[src/rtl/uart_rx_frame.sv]
// uart_rx_frame: oversampled serial receive deframer.
// Recovers start / DATA_BITS data (LSB first) / stop frames from a raw,
// asynchronous rx line, stepping only on the baud oversample tick.
// Each frame ends in either a one-cycle valid pulse with the new word on
// data, or a one-cycle frame_err pulse when the stop bit is sampled low.
//
//   state   | meaning
//   --------+-----------------------------------------------------------
//   S_IDLE  | line idle, waiting for a tick with rx_s low
//   S_START | counting to mid start bit; a high line there is a glitch
//   S_DATA  | sampling DATA_BITS data bits at each bit centre
//   S_STOP  | sampling the stop bit at its centre
//   S_BREAK | stop bit was low; wait for the line to return high
module uart_rx_frame #(
  parameter int DATA_BITS  = 8,
  parameter int OVERSAMPLE = 8
) (
  input  logic                 CLKIN,
  input  logic                 RESETN,
  input  logic                 baud,
  input  logic                 rx,
  output logic [DATA_BITS-1:0] data,
  output logic                 valid,
  output logic                 frame_err,
  output logic                 busy
);

  localparam int CNT_W = (OVERSAMPLE > 1) ? $clog2(OVERSAMPLE) : 1;
  localparam int IDX_W = $clog2(DATA_BITS + 1);

  // Tick count at mid start bit, and at each full bit period boundary.
  localparam logic [CNT_W-1:0] CNT_MID  = CNT_W'(OVERSAMPLE / 2 - 1);
  localparam logic [CNT_W-1:0] CNT_LAST = CNT_W'(OVERSAMPLE - 1);
  localparam logic [IDX_W-1:0] IDX_LAST = IDX_W'(DATA_BITS - 1);

  typedef enum logic [2:0] {
    S_IDLE  = 3'd0,
    S_START = 3'd1,
    S_DATA  = 3'd2,
    S_STOP  = 3'd3,
    S_BREAK = 3'd4
  } state_t;

  // Two-flop synchronizer on the asynchronous line.
  logic rx_meta_q;
  logic rx_s_q;

  state_t               state_q,     state_d;
  logic [CNT_W-1:0]     cnt_q,       cnt_d;
  logic [IDX_W-1:0]     bit_idx_q,   bit_idx_d;
  logic [DATA_BITS-1:0] shift_q,     shift_d;
  logic [DATA_BITS-1:0] data_q,      data_d;
  logic                 valid_q,     valid_d;
  logic                 frame_err_q, frame_err_d;
  logic                 busy_q,      busy_d;

  // Shift register value after taking the current sample into the MSB;
  // after DATA_BITS samples the first bit received sits in bit 0.
  logic [DATA_BITS-1:0] shift_in;

  generate
    if (DATA_BITS == 1) begin : g_shift_one
      assign shift_in = rx_s_q;
    end else begin : g_shift_many
      assign shift_in = {rx_s_q, shift_q[DATA_BITS-1:1]};
    end
  endgenerate

  // Synchronize rx into the CLKIN domain; idles high out of reset.
  always_ff @(posedge CLKIN or negedge RESETN) begin
    if (!RESETN) begin
      rx_meta_q <= 1'b1;
      rx_s_q    <= 1'b1;
    end else begin
      rx_meta_q <= rx;
      rx_s_q    <= rx_meta_q;
    end
  end

  // Next-state logic: everything holds between ticks except the pulses,
  // which default low so they last exactly one CLKIN cycle.
  always_comb begin
    state_d     = state_q;
    cnt_d       = cnt_q;
    bit_idx_d   = bit_idx_q;
    shift_d     = shift_q;
    data_d      = data_q;
    valid_d     = 1'b0;
    frame_err_d = 1'b0;

    if (baud) begin
      case (state_q)
        S_IDLE: begin
          if (!rx_s_q) begin
            state_d = S_START;
            cnt_d   = '0;
          end
        end

        S_START: begin
          if (cnt_q == CNT_MID) begin
            cnt_d = '0;
            if (rx_s_q) begin
              // Line went back high before mid start bit: noise, not a frame.
              state_d = S_IDLE;
            end else begin
              state_d   = S_DATA;
              bit_idx_d = '0;
            end
          end else begin
            cnt_d = cnt_q + CNT_W'(1);
          end
        end

        S_DATA: begin
          if (cnt_q == CNT_LAST) begin
            shift_d   = shift_in;
            cnt_d     = '0;
            bit_idx_d = bit_idx_q + IDX_W'(1);
            if (bit_idx_q == IDX_LAST) begin
              state_d = S_STOP;
            end
          end else begin
            cnt_d = cnt_q + CNT_W'(1);
          end
        end

        S_STOP: begin
          if (cnt_q == CNT_LAST) begin
            cnt_d = '0;
            if (rx_s_q) begin
              data_d  = shift_q;
              valid_d = 1'b1;
              state_d = S_IDLE;
            end else begin
              frame_err_d = 1'b1;
              state_d     = S_BREAK;
            end
          end else begin
            cnt_d = cnt_q + CNT_W'(1);
          end
        end

        S_BREAK: begin
          // A held-low line must not look like a fresh start bit.
          if (rx_s_q) begin
            state_d = S_IDLE;
          end
        end

        default: begin
          state_d = S_IDLE;
          cnt_d   = '0;
        end
      endcase
    end

    busy_d = (state_d != S_IDLE);
  end

  // Deframer state and registered outputs; reset aborts any frame in flight.
  always_ff @(posedge CLKIN or negedge RESETN) begin
    if (!RESETN) begin
      state_q     <= S_IDLE;
      cnt_q       <= '0;
      bit_idx_q   <= '0;
      shift_q     <= '0;
      data_q      <= '0;
      valid_q     <= 1'b0;
      frame_err_q <= 1'b0;
      busy_q      <= 1'b0;
    end else begin
      state_q     <= state_d;
      cnt_q       <= cnt_d;
      bit_idx_q   <= bit_idx_d;
      shift_q     <= shift_d;
      data_q      <= data_d;
      valid_q     <= valid_d;
      frame_err_q <= frame_err_d;
      busy_q      <= busy_d;
    end
  end

  assign data      = data_q;
  assign valid     = valid_q;
  assign frame_err = frame_err_q;
  assign busy      = busy_q;

endmodule

[config.mk]
export PLATFORM = sky130hd
export DESIGN_NAME = uart_rx_frame
export DESIGN_NICKNAME = d
export VERILOG_FILES = /design/src/rtl/uart_rx_frame.sv
export SDC_FILE = /design/constraint.sdc
export NUM_CORES = 1
export LEC_CHECK = 0
export CORE_MARGIN = 10
export CORE_UTILIZATION = 59
export CTS_CLUSTER_SIZE = 8
export DETAILED_ROUTE_END_ITERATION = 10
export PLACE_DENSITY = 0.86
export SYNTH_ARGS = -nofsm -noshare
export SYNTH_HDL_FRONTEND = slang
export SYNTH_SLANG_ARGS = --single-unit
[constraint.sdc]
create_clock -name CLKIN -period 5.89 [get_ports CLKIN]
set_clock_uncertainty 0.15 [all_clocks]
set_input_delay 1.178 -clock CLKIN [delete_from_list [all_inputs] [get_ports CLKIN]]
set_output_delay 1.178 -clock CLKIN [all_outputs]
set_load 0.05 [all_outputs]
==> flow_summary.json <==
{
  "status": "completed",
  "antennaDiodeCount": 0,
  "r2r_slack_ps": 3760,
  "postCtsHoldBufs": 0,
  "grt_pass1_wl_um": 4360,
  "ys_ff_latch": 31,
  "drive_above_1_share_pct": 24.6,
  "root_buffer": "clkbuf_4",
  "nFillCells": 155,
  "drc": 0,
  "die-area_um2": 4850,
  "post_cts_buffers": 0,
  "grt_usage_pct": 10.8,
  "peakVddDrop_mv": 0.218,
  "clkTransAtPathRegs_ps": 100,
  "die_h_um": 69.6,
  "synthCells": 117,
  "grt.overflow.total": 0,
  "postCtsResizedCells": 0,
  "clockBufferDepth": 2,
  "critPathBufInv": 1,
  "endpoint_kind": "output pin",
  "period_minus_slack_ps": 2830,
  "tightest_slew_ps": 574,
  "rsz0062_at_grt": "no",
  "avgSynthCellArea_um2": 12.4,
  "reg2reg_to": "bit_idx_q[3]$_DFFE_PN0P_",
  "first_pass_iters": 4,
  "syn_area_um2": 1450,
  "max_freq_mhz": 354,
  "dp_cells": 154,
  "multi_input_area_um2": 616,
  "cts_tree": "yes",
  "syn-num-nets": 127,
  "ys.flop_type": "dfrtp_1",
  "place_congestion": 0.773,
  "seqCellArea_um2": 778,
  "cp.arrival_ps": 1500,
  "wl_per_cell_um": 15.8,
  "die-width_um": 69.6,
  "grt_max_degree": 32,
  "clock_latency_ps": 330,
  "syn2layout_area_growth_pct": 13.3,
  "synth_cell_types": 36,
  "finalNonFillerCells": 162,
  "vias": 931,
  "num_io_pins": 15,
  "synthArstFlopShare_pct": 100,
  "crit_path_end": "data[4]",
  "post-dp-hpwl_um": 1900,
  "maxSlewHeadroom_pct": 61.7,
  "synth-edff-count": 0,
  "grt_pass1_vias": 916,
  "min_path_type": "register to register",
  "worstSetupPathType": "register to output pin",
  "cp_slowest_cell": "clkdlybuf4s50_1",
  "crit_family": "buffers and inverters",
  "ys_seq_area_share_pct": 53.5,
  "setup_viol": 0,
  "period_share_pct": 48.0,
  "drt_wl_total_um": 2560,
  "start_util_pct": 63.9,
  "hold_viol_final": 0,
  "ys_warn_count": 0,
  "cp-start-kind": "register",
  "slew_violations": 0,
  "fp.coreArea_um2": 2280,
  "cp-startpoint": "data[4]$_DFFE_PN0P_",
  "crit_fanout": 2,
  "drtIter0Drc": 64,
  "fin_tns_setup_ps": 0,
  "cap_violations": 0,
  "crit_path_max_incr_delay_ps": 810,
  "cellLeakagePower_uw": 0.000791,
  "cts_sinks": 31,
  "cellPowerDensity_nw_per_um2": 282,
  "cp.depth": 1,
  "path_cells": "clkdlybuf4s50_1",
  "io_buffer_count": 14,
  "post_drt_via_cell_ratio": 5.75,
  "rows": 17,
  "h-tree-depth": 2,
  "nets": 143,
  "cts_made_buffers": 5,
  "final_antenna_net_count": 0,
  "antenna_found_initial": 0,
  "power_uw": 465,
  "cp.required_ps": 4560,
  "r2r_cells": 6,
  "regToRegStartpoint": "cnt_q[0]$_DFFE_PN0P_"
}
[area by class of cell]
type	count	share of cell area [%]
Sequential cell	31	47.2
Multi-Input combinational cell	77	37.4
Timing Repair Buffer	15	8.96
Clock buffer	7	3.34
Tap cell	28	2.13
Inverter	3	0.683
Clock inverter	1	0.304
[cell usage in the layout (no fill, tap or decap), types with 2 or more instances in the layout]
cell type / instances
a21o_1: 2
clkbuf_4: 5
clkdlybuf4s50_1: 14
dfrtp_1: 29
dfstp_2: 2
ha_1: 6
inv_1: 3
mux2_2: 16
nand2_1: 10
nand2b_1: 2
nand3_1: 3
nor2_1: 3
nor3_1: 2
nor4_1: 2
o211ai_1: 3
o21ai_0: 7
o31ai_1: 3
[flip-flops by register name, summed over array words and instances (netlist names)]
name	count
shift_q	8
frame_err	1
rx_s_q	1
cnt_q	3
bit_idx_q	4
busy	1
valid	1
rx_meta_q	1
data	8
state_q	3
[per-stage QoR]
| stage | cell area, um^2 | worst slack [ps] | util (%) | hold slack (ps) |
|---|---|---|---|---|
| 6_report | 1650 | 3060 | 72.4 | 213 |
| 5_1_grt | 1650 | 3000 | 72.4 | 219 |
| 4_1_cts | 1650 | 3020 | 72.4 | 214 |
| 3_5_place_dp | 1590 | 2930 | 69.8 | 200 |
| 3_3_place_gp | 1590 | 3000 | 69.8 | 197 |
| 2_1_floorplan | 1450 | 3730 | - | 195 |
[routing by layer]
metal,track usage (%),part of all wire [%],vias up
met5,0,0,-
li1,-,-,453
met4,4.35,1.6,0
met1,12.4,43,453
met3,4.71,5.9,5
met2,17.2,50,20
[power by group]
group,switching [uW],internal [uW]
clock network,69.8,57.8
logic,35.8,38.3
registers,23.3,240
total,129,336
[kinds of logic (layout without fill, tap and decap cells)]
family,count (synthesis),count (layout),share of synthesized area [%]
adder cells (fa/ha/maj),6,6,5.16
multiplexers,17,17,13.1
AO/OA/AOI/OAI,19,19,8.69
buffers and inverters,9,26,4.13
AND/OR/NAND/NOR,35,35,15.4
flip-flops,31,31,53.5
[cell usage after synthesis, types with 3 or more instances]
master / number / area share [%]
o21ai_0: 7 / 2.4
o31ai_1: 3 / 1.5
mux2_2: 16 / 12
buf_4: 3 / 1.5
o211ai_1: 3 / 1.5
nand2_1: 10 / 2.6
nor2_1: 3 / 0.77
ha_1: 6 / 5.2
inv_1: 3 / 0.77
dfrtp_1: 29 / 50
nand3_1: 3 / 1.0
[worst min-delay path by stage]
stage,start,to,slack (ps),depth (start not counted)
floorplan,rx_meta_q$_DFF_PN1_,rx_s_q$_DFF_PN1_,200,0
finish,rx_meta_q$_DFF_PN1_,rx_s_q$_DFF_PN1_,210,0
CTS,rx_meta_q$_DFF_PN1_,rx_s_q$_DFF_PN1_,210,0
global route,rx_meta_q$_DFF_PN1_,rx_s_q$_DFF_PN1_,220,0
global placement,rx_meta_q$_DFF_PN1_,rx_s_q$_DFF_PN1_,200,0
detailed placement,rx_meta_q$_DFF_PN1_,rx_s_q$_DFF_PN1_,200,0
No activity file was read; power rests on OpenSTA's default activity.
